### config.mk
export PLATFORM = sky130hd
export DESIGN_NAME = display_scan_ctrl_flat
export DESIGN_NICKNAME = d
export VERILOG_FILES = /design/src/rtl/display_pkg.sv /design/src/rtl/display_scan_ctrl_if.sv /design/src/rtl/slot_timer.sv /design/src/rtl/display_scan_ctrl.sv /design/src/flat_wrapper.sv
export SDC_FILE = /design/constraint.sdc
export NUM_CORES = 1
export LEC_CHECK = 0
export CORE_MARGIN = 5
export CORE_UTILIZATION = 40
export CTS_BUF_LIST = sky130_fd_sc_hd__clkbuf_4
export DETAILED_ROUTE_END_ITERATION = 10
export GPL_ROUTABILITY_DRIVEN = 0
export HOLD_SLACK_MARGIN = 0.02
export PLACE_DENSITY = 0.61
export SLEW_MARGIN = 20
export SYNTH_ARGS = -nofsm -noshare
export SYNTH_HDL_FRONTEND = slang
export SYNTH_HIERARCHICAL = 1
export SYNTH_SLANG_ARGS = --single-unit
### constraint.sdc
create_clock -name clk -period 7.5 [get_ports clk]
set_clock_uncertainty 0.1 [all_clocks]
set_input_delay 1.5 -clock clk [delete_from_list [all_inputs] [get_ports clk]]
set_output_delay 1.5 -clock clk [all_outputs]
set_load 0.02 [all_outputs]
### src/rtl/display_pkg.sv
// -----------------------------------------------------------------------------
// display_pkg
// Shared types and defaults for the multiplexed display scan controller.
//   scan_state_e  : BLANK / SHOW phase of a digit slot
//   digit_t       : 2-bit index of the scanned digit (0 = leftmost)
//   SLOT_CYC_DEF  : default clk cycles per digit slot
//   BLANK_CYC_DEF : default blanked cycles at the start of each slot
//   digit_nibble  : selects the nibble of a 16-bit value for a given digit
// -----------------------------------------------------------------------------
package display_pkg;

    localparam int SLOT_CYC_DEF  = 50000;
    localparam int BLANK_CYC_DEF = 2500;

    typedef enum logic {
        BLANK = 1'b0,
        SHOW  = 1'b1
    } scan_state_e;

    typedef logic [1:0] digit_t;

    // Digit 0 is the leftmost digit and lives in the top nibble.
    function automatic logic [3:0] digit_nibble(input logic [15:0] value, input digit_t d);
        logic [3:0] nib;
        case (d)
            2'd0:    nib = value[15:12];
            2'd1:    nib = value[11:8];
            2'd2:    nib = value[7:4];
            default: nib = value[3:0];
        endcase
        return nib;
    endfunction

endpackage

### src/rtl/display_scan_ctrl_if.sv
// -----------------------------------------------------------------------------
// display_scan_ctrl_if
// Valid/ready load channel carrying a new 16-bit display value.
//   load_valid : producer offers load_data
//   load_data  : four nibbles, [15:12] = digit 0 ... [3:0] = digit 3
//   load_ready : controller can accept load_data
// Modports: master = producer side, slave = controller side.
// -----------------------------------------------------------------------------
interface display_scan_ctrl_if;

    logic        load_valid;
    logic [15:0] load_data;
    logic        load_ready;

    modport master (
        output load_valid,
        output load_data,
        input  load_ready
    );

    modport slave (
        input  load_valid,
        input  load_data,
        output load_ready
    );

endinterface

### src/rtl/slot_timer.sv
// -----------------------------------------------------------------------------
// slot_timer
// Free-running digit slot counter, 0..SLOT_CYC-1 then wrap.
//   clk, reset_n : system clock, asynchronous active-low reset
//   enable       : counter advances only while high (holds at 0 otherwise)
//   slot_end     : high in the last cycle of a slot (the wrap cycle)
//   blank_end    : high in the last blanked cycle of a slot
// -----------------------------------------------------------------------------
module slot_timer
    import display_pkg::*;
#(
    parameter int SLOT_CYC  = SLOT_CYC_DEF,
    parameter int BLANK_CYC = BLANK_CYC_DEF
) (
    input  logic clk,
    input  logic reset_n,
    input  logic enable,
    output logic slot_end,
    output logic blank_end
);

    localparam int CW = (SLOT_CYC > 1) ? $clog2(SLOT_CYC) : 1;
    localparam logic [CW-1:0] LAST_CNT   = CW'(SLOT_CYC - 1);
    localparam logic [CW-1:0] BLANK_LAST = CW'(BLANK_CYC - 1);

    logic [CW-1:0] cnt_q;
    logic [CW-1:0] cnt_d;

    // Next count: wrap at the slot end, hold while the scan is not running.
    always_comb begin
        cnt_d = cnt_q;
        if (enable) begin
            cnt_d = (cnt_q == LAST_CNT) ? '0 : cnt_q + CW'(1);
        end
    end

    // Counter register.
    always_ff @(posedge clk or negedge reset_n) begin
        if (!reset_n) begin
            cnt_q <= '0;
        end else begin
            cnt_q <= cnt_d;
        end
    end

    // Strobes are gated so nothing fires while the counter is parked at 0.
    assign slot_end  = enable && (cnt_q == LAST_CNT);
    assign blank_end = enable && (cnt_q == BLANK_LAST);

endmodule

### src/rtl/display_scan_ctrl.sv
// -----------------------------------------------------------------------------
// display_scan_ctrl
// Sequences a 4-digit multiplexed display: steps the digit index once per
// slot, blanks the first BLANK_CYC cycles of every slot and selects the
// nibble to decode from either the external ID source or the active buffer.
// New display values are double-buffered and only take effect at a frame
// boundary so a frame is never drawn with mixed data.
//   clk, reset_n : system clock, asynchronous active-low reset
//   src_sel      : 0 = show idnum, 1 = show the active buffer
//   idnum        : nibble from the external ID source for the current digit
//   load_if      : valid/ready load channel (slave side)
//   digit        : scanned digit index
//   digit_en     : current digit may be lit (low while blanking)
//   nibble       : value handed to the external segment decoder
//   frame_start  : one-cycle pulse in the first cycle of digit 0
// -----------------------------------------------------------------------------
module display_scan_ctrl
    import display_pkg::*;
#(
    parameter int SLOT_CYC  = SLOT_CYC_DEF,
    parameter int BLANK_CYC = BLANK_CYC_DEF
) (
    input  logic                      clk,
    input  logic                      reset_n,
    input  logic                      src_sel,
    input  logic [3:0]                idnum,
    display_scan_ctrl_if.slave        load_if,
    output digit_t                    digit,
    output logic                      digit_en,
    output logic [3:0]                nibble,
    output logic                      frame_start
);

    scan_state_e state_q, state_d;
    digit_t      digit_q, digit_d;
    logic        run_q;
    logic        digit_en_q, digit_en_d;
    logic        frame_start_q, frame_start_d;
    logic        pending_q, pending_d;
    logic        load_ready_q, load_ready_d;
    logic [15:0] shadow_q, shadow_d;
    logic [15:0] active_q, active_d;

    logic slot_end;
    logic blank_end;
    logic accept;
    logic commit;

    // The counter is held at 0 for the single cycle after reset release so
    // the first slot starts cleanly together with the first frame_start.
    slot_timer #(
        .SLOT_CYC  (SLOT_CYC),
        .BLANK_CYC (BLANK_CYC)
    ) u_slot_timer (
        .clk       (clk),
        .reset_n   (reset_n),
        .enable    (run_q),
        .slot_end  (slot_end),
        .blank_end (blank_end)
    );

    // State and datapath registers; everything clears on reset so a pending
    // load is discarded and scanning restarts at digit 0.
    always_ff @(posedge clk or negedge reset_n) begin
        if (!reset_n) begin
            state_q       <= BLANK;
            digit_q       <= '0;
            run_q         <= 1'b0;
            digit_en_q    <= 1'b0;
            frame_start_q <= 1'b0;
            pending_q     <= 1'b0;
            load_ready_q  <= 1'b0;
            shadow_q      <= '0;
            active_q      <= '0;
        end else begin
            state_q       <= state_d;
            digit_q       <= digit_d;
            run_q         <= 1'b1;
            digit_en_q    <= digit_en_d;
            frame_start_q <= frame_start_d;
            pending_q     <= pending_d;
            load_ready_q  <= load_ready_d;
            shadow_q      <= shadow_d;
            active_q      <= active_d;
        end
    end

    // Next-state logic: blank until the blanking window ends, then show
    // until the slot wraps.
    always_comb begin
        state_d = state_q;
        case (state_q)
            BLANK:   if (blank_end) state_d = SHOW;
            SHOW:    if (slot_end)  state_d = BLANK;
            default: state_d = BLANK;
        endcase
    end

    // Output logic: digit_en follows the next state so the registered copy
    // matches the current state exactly; the digit only moves at slot end,
    // which is always in the lit phase's last cycle, so it lands in BLANK.
    always_comb begin
        digit_en_d    = (state_d == SHOW);
        digit_d       = slot_end ? digit_q + 2'd1 : digit_q;
        frame_start_d = !run_q || (slot_end && (digit_q == 2'd3));
    end

    // Load buffering: accept only while ready, commit shadow to active at the
    // edge that raises frame_start. Accept and commit never coincide because
    // ready is low whenever something is pending, so data accepted at a frame
    // boundary waits for the next one.
    always_comb begin
        accept       = load_if.load_valid && load_ready_q;
        commit       = frame_start_d && pending_q;
        shadow_d     = accept ? load_if.load_data : shadow_q;
        active_d     = commit ? shadow_q : active_q;
        pending_d    = pending_q;
        if (commit) begin
            pending_d = 1'b0;
        end else if (accept) begin
            pending_d = 1'b1;
        end
        load_ready_d = !pending_d;
    end

    assign load_if.load_ready = load_ready_q;
    assign digit              = digit_q;
    assign digit_en           = digit_en_q;
    assign frame_start        = frame_start_q;
    assign nibble             = src_sel ? digit_nibble(active_q, digit_q) : idnum;

endmodule

### src/flat_wrapper.sv
// flat-port wrapper written by rule: the top's interface ports become plain ports
module display_scan_ctrl_flat import display_pkg::*;
#(
    parameter int SLOT_CYC  = SLOT_CYC_DEF,
    parameter int BLANK_CYC = BLANK_CYC_DEF
)
  (clk, reset_n, src_sel, idnum, digit, digit_en, nibble, frame_start, load_if_load_valid, load_if_load_data, load_if_load_ready);
  display_scan_ctrl_if load_if_i ();
  input  logic clk;
  input  logic reset_n;
  input  logic src_sel;
  input  logic [3:0] idnum;
  output digit_t digit;
  output logic digit_en;
  output logic [3:0] nibble;
  output logic frame_start;
  input wire logic [$bits(load_if_i.load_valid)-1:0] load_if_load_valid;
  input wire logic [$bits(load_if_i.load_data)-1:0] load_if_load_data;
  output wire logic [$bits(load_if_i.load_ready)-1:0] load_if_load_ready;
  assign load_if_i.load_valid = load_if_load_valid;
  assign load_if_i.load_data = load_if_load_data;
  assign load_if_load_ready = load_if_i.load_ready;
  display_scan_ctrl #(.SLOT_CYC(SLOT_CYC), .BLANK_CYC(BLANK_CYC)) u_core (.clk(clk), .reset_n(reset_n), .src_sel(src_sel), .idnum(idnum), .load_if(load_if_i), .digit(digit), .digit_en(digit_en), .nibble(nibble), .frame_start(frame_start));
endmodule
# Yosys cells after proc, flatten, opt, wreduce, memory -nomap -nowiden
# Cells that the tools add are included.
classes:
  n_reduce_logical: 9
  add_sub_neg: 2
  eq_ne: 5
  n_bitwise: 1
  mux: 8
op_table:
  columns: ["op", "count"]
  rows:
  - ["16-bit by 1-bit adder with 16-bit output (second input constant)", 1]
  - ["16-bit by 12-bit equality test with 1-bit output (second input constant)", 1]
  - ["16-bit equality test (second input constant)", 1]
  - ["16-bit 2-to-1 mux", 1]
  - ["4-bit case mux with 3 select lines", 1]
  - ["1-bit logical AND", 5]
  - ["2-bit equality test (second input constant)", 2]
  - ["1-bit 2-to-1 mux", 4]
  - ["4-bit 2-to-1 mux", 1]
  - ["2-bit by 1-bit adder with 2-bit output (second input constant)", 1]
  - ["2-bit by 1-bit equality test with 1-bit output (second input constant)", 1]
  - ["1-bit zero test", 2]
  - ["2-bit zero test", 1]
  - ["1-bit case mux with 2 select lines", 1]
  - ["1-bit logical OR", 1]
  - ["1-bit NOT", 1]
word_totals:
  wordCells: 34
  reg_bits: 55
  in_bits: 24
  out_inout_bits: 9

# Logic depth before layout (Yosys ltp)
# Gate-level depths: netlist of run 1.
logic_depth:
  ltp_word: 7
  ltp_mapped: 9
  ltp_nobuf: 7

# Hierarchy
# The synthesis of run 1 kept the hierarchy.
by_module_without_submodules:
  columns: ["mod", "seq_area_each_um2", "area_per_inst_um2", "instances", "cells_each"]
  rows:
  - ["display_scan_ctrl", 975.9, 1667.8, 1, 112]
  - ["slot_timer", 400.4, 873.3, 1, 91]

# Least setup slack after synthesis of run 1
# OpenSTA, ideal clock, no wires.
synth_path:
  path_kind: "input to output"
  startpoint: "input port src_sel"
  endpoint: "output port nibble[2]"
  path_slack_ns: 3.853
  arrival_ns: 2.047
  path_stages: 2
  cell_sequence: "nor2b_1 a31oi_1"
synth_between:
  elab_chain_cells: 1
synth_rtl:
  columns: ["item", "line_no", "text"]
  rows:
  - ["start: declaration", "flat_wrapper.sv:11", "input logic src_sel;"]
  - ["4-bit 2-to-1 mux", "display_scan_ctrl.sv:130", "assign nibble = src_sel ? digit_nibble(active_q, digit_q) : idnum;"]
  - ["end: declaration", "flat_wrapper.sv:15", "output logic [3:0] nibble;"]
# No other way between the ends.

# Worst setup path after layout of run 1
layout_path:
  startpoint: "input port src_sel"
  endpoint: "output port nibble[1]"
# Same word-level chain as after synthesis.

==> impl_metrics.yaml, run 1 <==
outcome:
  status: "completed"
worst_setup_path:
  path_class: "input port to output port"
  crit_start: "src_sel"
  crit_path_start_kind: "input port"
  arrival_ns: 3.05
  worstPathRequired_ns: 5.90
  cp_num_buf_inv: 2
  crit_family: "buffers and inverters"
  cp-end-kind: "output port"
  cp_common_cell: "clkdlybuf4s50_1"
  slowest_stage: "clkdlybuf4s50_1"
  critical_path.max_stage_delay_ns: 0.62
  r2r_start: "u_core/u_slot_timer/cnt_q[13]"
  crit_chain: "clkdlybuf4s50_1, nand2_1, o22ai_1, a31oi_1, clkdlybuf4s50_1"
  cp_max_fo: 7
cts:
  clk_latency_ns: 0.38
  hold_buffers: 0
  root_buffer: "clkbuf_4"
  ctsLongestPathBuffers: 2
  clk_pin_slew_ns: 0.14
  cts-buffers-inserted: 5
  cts_resized: 0
  postCtsSetupBuffers: 0
  cts-htree-levels: 2
  cts_tree: "done"
  cts.sinks: 55
power_and_ir_drop:
  pwr-share-seq_pct: 56.0
  switching_share_pct: 30.6
  max-vdd-ir-drop_mv: 0.153
  total_leakage_power_nw: 1.29
  clock_power_share_pct: 15.6
  combPwrFrac_pct: 28.4
  finalPower_uw: 836
  powerDensity_nw_per_um2: 281
  p_int_uw: 581
  power_switching_uw: 256
synth:
  synth_top_flop_cell: "dfrtp_1"
  synth_cells: 203
  synth_edf_count: 0
  synth_cell_types: 41
  syn_area_um2: 2540
  synth_nets: 233
  ys_seq_area_share_pct: 54.2
  synthArstFlopShare_pct: 100
  yosysWarningCount: 6
  syn_avg_cell_area_um2: 12.5
  ys_ff_latch: 55
floorplanning:
  initial_core_util_pct: 40.5
  fp-row-count: 29
  core_area_um2: 6280
  die_h_um: 89.7
  dieArea_um2: 8050
  fp.dieW_um: 89.7
  ioPinCount: 33
global_route:
  grt_max_degree: 56
  antenna_found_initial: 0
  first_global_vias: 1658
  grt_pass1_wl_mm: 8.04
  groute.usage.overall_pct: 12.0
  overflow: 0
placement:
  dp.cells: 308
  hpwlAfterDp_mm: 3.22
  placed_area_um2: 2920
  io_buffer_count: 32
sta:
  fin_crit_ns: 4.65
  worst_slew_pin_slew_ns: 0.792
  hold_viol_final: 0
  slew_headroom_pct: 47.1
  slew_violations: 0
  rsz0062_at_grt: "no"
  finalSetupViolCount: 0
  finalSetupTns_ns: 0
  fmax_mhz: 215
  fin_crit_sh_pct: 62.0
routing:
  dr.pass1.iters: 4
  route.vias.total: 1644
  drt_iter0_markers: 84
  post_drt_wl_per_cell_um: 14.6
  antenna_left: 0
  via_per_inst: 5.20
  drc_errors: 0
  wl_mm: 4.61
finish:
  final_cell_count_no_fill: 316
  stdcell_area_um2: 2970
  multi_input_area_um2: 1100
  layout_common_cells: "dfrtp_1, clkdlybuf4s50_1, mux2_2, nand2_1, mux2_4"
  area_delta_synth_final_pct: 17.0
  nFillCells: 597
  drive_above_1_share_pct: 20.9
  final_util_pct: 47.4
  nets: 268
  layout_commonest_cell: "dfrtp_1"
  num_antenna_cells: 0
  regArea_um2: 1380
min_path:
  hold_path_class: "register to register"
  min-delay-start: "u_core/digit_en"
run:
  drv_cap: 0
## worst register-to-register path, stage by stage (launching register included)
cell     delay [ns]
dfrtp_1        0.45
or4_1          0.55
nor3_1         0.19
and2_1         0.48
a21bo_4        0.23
nand2_4        0.17
mux2_4         0.36
## metrics by stage
step                hold slack, ns  setup WS, ns
finish                       0.381          2.85
global route                 0.430          2.77
CTS                          0.391          2.84
detailed placement           0.371          2.85
global placement             0.364          2.90
floorplan                    0.372          3.85
## cell type report
class | instances | share of cell area, %
flip-flops and latches | 55 | 46.3
clock inverters | 3 | 0.673
inverters | 6 | 0.758
well taps | 77 | 3.24
repair buffers | 33 | 10.9
multi-input cells | 137 | 36.9
clock buffers | 5 | 1.26
## kinds of logic (layout without fill, tap and decap cells)
| group | count (synthesis) | count (layout) | synth area share, % |
|---|---|---|---|
| flops | 55 | 55 | 54.2 |
| fa+ha+maj | 6 | 6 | 2.95 |
| compound gates | 21 | 21 | 5.71 |
| simple gates | 62 | 62 | 13.4 |
| mux | 34 | 34 | 16.5 |
| buf+inv | 11 | 47 | 2.66 |
| xor+xnor | 13 | 13 | 4.48 |
| other cells | 1 | 1 | 0.148 |
## synthesized netlist by cell type, types with 2 or more instances
master	count	area (um^2)
a22oi_1	4	30.0
a31oi_1	4	25.0
and3_1	4	25.0
buf_2	2	10.0
dfrtp_1	55	1380
ha_1	6	75.1
inv_1	6	22.5
mux2_2	23	259
mux2_4	10	150
nand2_1	17	63.8
nand2b_1	2	12.5
nand3_1	4	20.0
nand4_1	7	43.8
nor2_1	9	33.8
nor3_1	3	15.0
nor4_1	3	18.8
o21ai_0	5	25.0
o22ai_1	4	25.0
or2_2	2	12.5
xnor2_1	6	52.6
xor2_1	7	61.3
## sequential cells by signal, indices dropped and copies added (netlist names)
| name | flops |
|---|---|
| u_core/digit | 2 |
| u_core/load_if.load_ready | 1 |
| u_core/frame_start | 1 |
| u_core/run_q | 1 |
| u_core/digit_en | 1 |
| u_core/pending_q | 1 |
| u_core/u_slot_timer/cnt_q | 16 |
| u_core/active_q | 16 |
| u_core/shadow_q | 16 |
## routing by layer
metal / vias to the layer above / global-route usage [%] / wire length (um)
li1: 785 / - / -
met1: 814 / 16.7 / 2260
met2: 41 / 18.0 / 2070
met3: 4 / 2.84 / 227
met4: 0 / 4.79 / 51
met5: - / 0 / 0
## worst paths after layout
path	end	slack (ns)	cells past startpoint
setup reg to reg	u_core/active_q[6]	4.89	6
min in group asynchronous	u_core/active_q[10]	1.13	2
hold reg to reg	u_core/digit_en	0.38	1
setup / recovery	nibble[1]	2.85	5
max in group asynchronous	u_core/u_slot_timer/cnt_q[7]	5.72	2
hold / removal	u_core/digit_en	0.38	1
## power groups by stage
stage               Clock (mW)  Combinational [mW]  Sequential (mW)
finish                   0.131               0.238            0.468
global route             0.148               0.258            0.484
CTS                      0.138               0.240            0.468
detailed placement           0               0.239            0.474
global placement             0               0.235            0.473
floorplan                    0               0.193            0.449
Note: power is estimated with default switching activity, not from simulation.
==> run 2, diff against run 1 <==
Clock period 7.5 ns to 4.35 ns, I/O delays scaled along.
==> impl_metrics.yaml, run 2 (synthesis results as in run 1) <==
outcome:
  status: "completed"
finish:
  drive_above_1_share_pct: 21.3
  nets: 268
  layout_commonest_cell: "dfrtp_1"
  reg.largest.list: "u_core/active_q: 16 flops, u_core/shadow_q: 16 flops, u_core/u_slot_timer/cnt_q: 16 flops"
  area_delta_synth_final_pct: 17.2
  num_antenna_cells: 0
  layout_common_cells: "dfrtp_1, clkdlybuf4s50_1, mux2_2, nand2_1, mux2_4"
  stdcell_area_um2: 2980
cts:
  postCtsSetupBuffers: 0
  cts-buffers-inserted: 5
  cts.sinks: 55
  cts_resized: 0
  clk_latency_ns: 0.37
  clk_pin_slew_ns: 0.15
  hold_buffers: 0
  root_buffer: "clkbuf_4"
  cts-htree-levels: 2
  ctsLongestPathBuffers: 2
  cts_tree: "done"
floorplanning:
  fp.dieW_um: 89.7
  dieArea_um2: 8050
  ioPinCount: 33
  fp-row-count: 29
  initial_core_util_pct: 40.5
  die_h_um: 89.7
  core_area_um2: 6280
worst_setup_path:
  critical_path.max_stage_delay_ns: 0.62
  crit_chain: "clkdlybuf4s50_1, nand2_1, o22ai_1, a31oi_1, clkdlybuf4s50_1"
  slowest_stage: "clkdlybuf4s50_1"
  path_class: "input port to output port"
  worstPathRequired_ns: 3.38
  crit_path_start_kind: "input port"
  cp_common_cell: "clkdlybuf4s50_1"
  arrival_ns: 2.41
  cp_max_fo: 7
  cp-end-kind: "output port"
routing:
  dr.pass1.iters: 4
  drc_errors: 0
  wl_mm: 4.65
  via_per_inst: 5.17
  post_drt_wl_per_cell_um: 14.7
  antenna_left: 0
  route.vias.total: 1634
  drt_iter0_markers: 63
run:
  drv_cap: 0
sta:
  holdWs_ns: 0.388
  fin_crit_ns: 3.38
  fmax_mhz: 296
  slew_violations: 0
  finalSetupTns_ns: 0
  setup_ws_ns: 0.970
  rsz0062_at_grt: "no"
  slew_headroom_pct: 46.2
  finalSetupViolCount: 0
  worst_slew_pin_slew_ns: 0.805
  fin_crit_sh_pct: 77.7
  hold_viol_final: 0
power_and_ir_drop:
  finalPower_mw: 1.45
  max-vdd-ir-drop_mv: 0.333
  powerDensity_nw_per_um2: 488
  switching_share_pct: 30.7
  combPwrFrac_pct: 28.3
  clock_power_share_pct: 16.1
  total_leakage_power_nw: 1.30
  p_int_mw: 1.01
  power_switching_uw: 446
  pwr-share-seq_pct: 55.7
global_route:
  first_global_vias: 1616
  overflow: 0
  grt_pass1_wl_mm: 8.27
  antenna_found_initial: 0
  groute.usage.overall_pct: 12.4
  grt_max_degree: 32
placement:
  placed_area_um2: 2920
  io_buffer_count: 32
  dp_slack_ns: 0.969
  hpwlAfterDp_mm: 3.42
min_path:
  hold_path_class: "register to register"
-- run 2: final cells by class --
class	count	area, um^2
flip-flops and latches	55	1380
fillers	594	3300
multi-input cells	137	1100
repair buffers	33	323
clock inverters	3	26.3
inverters	6	22.5
clock buffers	5	37.5
well taps	77	96.3
-- run 2: power groups by stage --
| stage | Combinational [mW] | Sequential, mW | Clock, mW |
|---|---|---|---|
| 6_report | 0.411 | 0.809 | 0.234 |
| 2_1_floorplan | 0.333 | 0.773 | 0 |
| 3_5_place_dp | 0.416 | 0.817 | 0 |
| 3_3_place_gp | 0.406 | 0.816 | 0 |
| 4_1_cts | 0.417 | 0.809 | 0.248 |
| 5_1_grt | 0.455 | 0.833 | 0.272 |
-- run 2: through the flow --
step / cells / utilization [%]
after global routing: 316 / 47.5
after global placement: 308 / 46.4
after CTS: 316 / 47.5
after detailed placement: 308 / 46.4
after floorplan: 203 / -
final: 316 / 47.5
-- run 2: critical path, delay by kind of cell --
family	cells	cell delay [ns]
compound gates	2	0.26
buf+inv	2	1.12
simple gates	1	0.15
-- run 2: routing by layer --
layer,GRT usage [%],share of wire (%)
met1,18.0,49
met2,18.8,47
met3,2.17,2.3
met4,4.16,0.86
met5,0,0
-- run 2: final timing paths --
kind,startpoint,to,slack [ns],depth (start not counted)
min reg2reg,u_core/digit_en,u_core/digit_en,0.39,1
max in group asynchronous,reset_n,u_core/u_slot_timer/cnt_q[8],2.93,2
max reg2reg,u_core/u_slot_timer/cnt_q[13],u_core/active_q[2],1.73,6
max,src_sel,nibble[1],0.97,5
min in group asynchronous,reset_n,u_core/shadow_q[11],0.42,1
min,u_core/digit_en,u_core/digit_en,0.39,1
==> run 3, diff against run 2 <==
Settings changed: PLACE_DENSITY 0.61 to 0.63.
Clock period 4.35 ns to 2.9 ns, I/O delays scaled along.
==> impl_metrics.yaml, run 3 (synthesis results as in run 1) <==
finish:
  nets: 271
  multi_input_area_um2: 1100
  layout_commonest_cell: "dfrtp_1"
  area_delta_synth_final_pct: 18.2
  nFillCells: 582
  final_cell_count_no_fill: 319
  drive_above_1_share_pct: 22.3
  num_antenna_cells: 0
  layout_common_cells: "dfrtp_1, clkdlybuf4s50_1, mux2_2, nand2_1, mux2_4"
  stdcell_area_um2: 3000
  reg.largest.list: "u_core/active_q: 16 flops, u_core/shadow_q: 16 flops, u_core/u_slot_timer/cnt_q: 16 flops"
  regArea_um2: 1380
floorplanning:
  die_h_um: 89.7
  ioPinCount: 33
  fp-row-count: 29
  core_area_um2: 6280
  fp.dieW_um: 89.7
  dieArea_um2: 8050
  initial_core_util_pct: 40.5
power_and_ir_drop:
  total_leakage_power_nw: 1.33
  powerDensity_nw_per_um2: 723
  finalPower_mw: 2.17
  max-vdd-ir-drop_mv: 0.410
routing:
  post_drt_wl_per_cell_um: 14.9
  dr.pass1.iters: 4
  drt_iter0_markers: 62
  drc_errors: 0
  wl_mm: 4.75
  via_per_inst: 5.29
  antenna_left: 0
  route.vias.total: 1687
cts:
  clk_latency_ns: 0.37
  cts-htree-levels: 2
  ctsLongestPathBuffers: 2
  root_buffer: "clkbuf_4"
  cts_tree: "done"
  cts.sinks: 55
  clk_pin_slew_ns: 0.16
  cts-buffers-inserted: 5
worst_setup_path:
  path_class: "register to output port"
  arrival_ns: 1.96
  r2r_end: "u_core/active_q[5]"
  r2r_cells: 6
  r2r_setup_slack_ns: 0.50
  crit_start: "u_core/digit[1]"
  worstPathRequired_ns: 2.22
  r2r_start: "u_core/u_slot_timer/cnt_q[13]"
  crit_path_start_kind: "register"
  cp_max_fo: 5
  crit_path_end: "nibble[2]"
  cp-end-kind: "output port"
run:
  drv_cap: 0
min_path:
  hold_path_class: "register to register"
global_route:
  overflow: 0
  grt_pass1_wl_mm: 8.31
  groute.usage.overall_pct: 12.3
  grt_max_degree: 21
  first_global_vias: 1719
  antenna_found_initial: 0
outcome:
  status: "completed"
sta:
  slew_headroom_pct: 48.3
  fmax_mhz: 379
  slew_violations: 0
  fin_crit_sh_pct: 90.9
  fin_crit_ns: 2.64
  worst_slew_pin_slew_ns: 0.774
  hold_viol_final: 0
  finalSetupViolCount: 0
  rsz0062_at_grt: "no"
  setup_ws_ns: 0.264
  finalSetupTns_ns: 0
placement:
  dp_slack_ns: 0.101
  hpwlAfterDp_mm: 3.54
  placed_area_um2: 2930
  dp.cells: 310
  io_buffer_count: 32
-- run 3: power breakdown --
group / internal [mW] / leakage [nW] / switching [mW] / total, mW
registers: 1.02 / 0.671 / 0.196 / 1.22
logic: 0.386 / 0.628 / 0.233 / 0.619
clock network: 0.0957 / 0.0354 / 0.240 / 0.336
-- run 3: worst max-delay path: stages (launching register included) --
cell and delay, ns:
dfrtp_1 0.48, inv_1 0.10, ha_1 0.25, a22oi_1 0.29, a31oi_1 0.14, dlygate4sd2_1 0.33
-- run 3: final cells by class --
type                       instances  area share [%]
inverter                           6           0.750
multi-input combinational        137            36.5
timing repair buffer              36            11.8
sequential                        55            45.9
clock inverter                     3           0.625
clock buffer                       5            1.25
tap                               77            3.21
-- run 3: through the flow --
stage	hold slack, ns	utilization [%]
after global placement	0.361	46.7
after global routing	0.413	47.9
after detailed placement	0.372	46.7
final	0.388	47.9
after floorplan	0.184	-
after CTS	0.392	47.7
-- run 3: what timing repair did --
action	4_1_cts	5_1_grt
hold buffers	1	0
endpoints found under the setup margin	1	3
gates resized for setup	2	3
hold endpoints to repair	15	0
buffers inserted	0	0
-- run 3: worst min-delay path by stage --
stage	from	end	slack, ns	cells after the start
floorplan	reset_n	u_core/active_q[0]	0.18	0
global placement	u_core/digit_en	u_core/digit_en	0.36	1
detailed placement	u_core/digit_en	u_core/digit_en	0.37	1
CTS	u_core/digit_en	u_core/digit_en	0.39	1
global route	u_core/digit_en	u_core/digit_en	0.41	1
finish	u_core/digit_en	u_core/digit_en	0.39	1
-- run 3: per-layer routing --
metal	GRT usage (%)	routed length (um)
met3	3.01	216
met5	0	0
met2	19.8	2250
met1	16.7	2230
met4	3.02	52
==> RTL change: new RTL, settings of run 3 <==
The package constant `SLOT_CYC_DEF` goes from 50000 to 200000.
--- a/src/rtl/display_pkg.sv
+++ b/src/rtl/display_pkg.sv
@@ -10,5 +10,5 @@
 package display_pkg;
 
-    localparam int SLOT_CYC_DEF  = 50000;
+    localparam int SLOT_CYC_DEF  = 200000;
     localparam int BLANK_CYC_DEF = 2500;
 
Behaviour: same outputs for any inputs over 10 cycles, from zero or initial values and one cycle with reset_n low; that may be too few to reach the edited logic, so the function may still have changed.
==> RTL change against run 3 <==
Critical path depth fell by 1. Via count grew 1.2%. Cell area increased by 4.7%. Clock power grew 62%. Total power increased by 8.7%. Utilization increased by 1.7 points. Synthesized area grew 2.8%. Global-route usage is 1.3 points higher. Final cell count is 3.8% higher. Worst setup slack got worse by 170 ps. Die area grew 2.5%. Sequential share of layout area is 0.51 points lower. Routed wire length grew 5.2%. Sequential cell count rose by 2. Largest cell class unchanged.
==> RTL change: results (changes against run 3) <==
Largest regs=u_core/u_slot_timer/cnt_q x18, u_core/active_q x16, u_core/shadow_q x16; Clock Pin Slew Worst Setup and Hold Paths=90 ps (-70 ps); crit path from=src_sel; slew margin rel.=47.9% (-0.35 points); pin count of the biggest net entering global routing=58 (+180%); area of the multi-input gates=1130 sq um (+3.0%); Leakage=0.00137 uW (+2.3%); vias in the first global route=1799 (+4.7%); reg2reg end=u_core/active_q[1]; Distinct cells, synth=40 (-2.4%); CP arrival=2120 ps (+160 ps); CP Capture Point=nibble[3]; Post-synth top cells=dfrtp_1, mux2_2, nand2_1, mux2_4; first-pass GRT wire length=8870 microns (+6.8%); Power Clock=544 uW (+62%); clock network area share=4.10% (+2.2 points); gr usage total=13.6% (+1.3 points); main area contributors after synthesis=dfrtp_1, mux2_2, mux2_4; Post-Route WL=5000 microns (+5.2%); bufs w/o clock=34 (-5.6%); Net Sw Power=692 uW (+3.3%); DR pass1 iterations=4 (unchanged); post-CTS resize count=0 (-2); Final HPWL DP=3480 microns (-1.5%); clk sinks=57 (+3.6%); dpl cell area=3010 sq um (+2.9%); worst skew pair latency=400 ps (+30 ps); path type of the worst min-delay path=in -> async; sequential cell area=1430 sq um (+3.5%); Placed Cells=315 (+1.6%); Crit Path Max Fanout=7 (+2); share of post-route cells with drive strength above 1=21.3% (-1.1 points); adder-cell share of the synthesized area=2.87% (-0.081 points); Fill cells=585 (+0.52%); post-synth net total=239 (+2.6%); switching portion of total power=29.3% (-1.5 points); vias per inst=5.16 (-2.4%); Reg-to-Reg Start=u_core/u_slot_timer/cnt_q[9]; Worst path max stage delay=570 ps (+90 ps); hold slack final=66.5 ps (-321 ps); Inverters=5 (-1); Multi-input comb cells=142 (+3.6%); htree depth=3 (+1); Reg2Reg Setup Slack=670 ps (+170 ps); pre-CTS setup slack=145 ps (+44.0 ps); mux share of post-synthesis cell area=15.6% (-0.88 points); Seq/Total Area, Yosys=54.6% (+0.44 points); Core Region=6350 sq um (+1.2%); status=complete, no violations; synthesized instance count=209 (+3.0%); NumNets Final=279 (+3.0%); Num CTS Buffers=9 (+4)
RTL change: changes by cell type in the layout (fill, tap and decap cells not counted), sizes merged, moves of 3 or more:
cell,before,now
nor4,3,6
and3,5,2
clkbuf,5,9
nand3,4,9
clkdlybuf4s50,27,30
RTL change: layer usage:
| metal | up-vias | wire length [microns] | GRT usage (%) |
|---|---|---|---|
| li1 | 833 | - | - |
| met1 | 830 | 2320 | 17.6 |
| met3 | 9 | 245 | 4.58 |
| met5 | - | 0 | 0 |
| met4 | 0 | 82 | 7.82 |
| met2 | 36 | 2340 | 19.7 |
RTL change: how the worst min path moves through the flow:
stage	start	cells after the start	to
CTS	reset_n	2	u_core/active_q[4]
detailed placement	u_core/digit_en	1	u_core/digit_en
floorplan	reset_n	0	u_core/active_q[0]
global route	reset_n	2	u_core/u_slot_timer/cnt_q[5]
global placement	u_core/digit_en	1	u_core/digit_en
finish	reset_n	2	u_core/active_q[2]
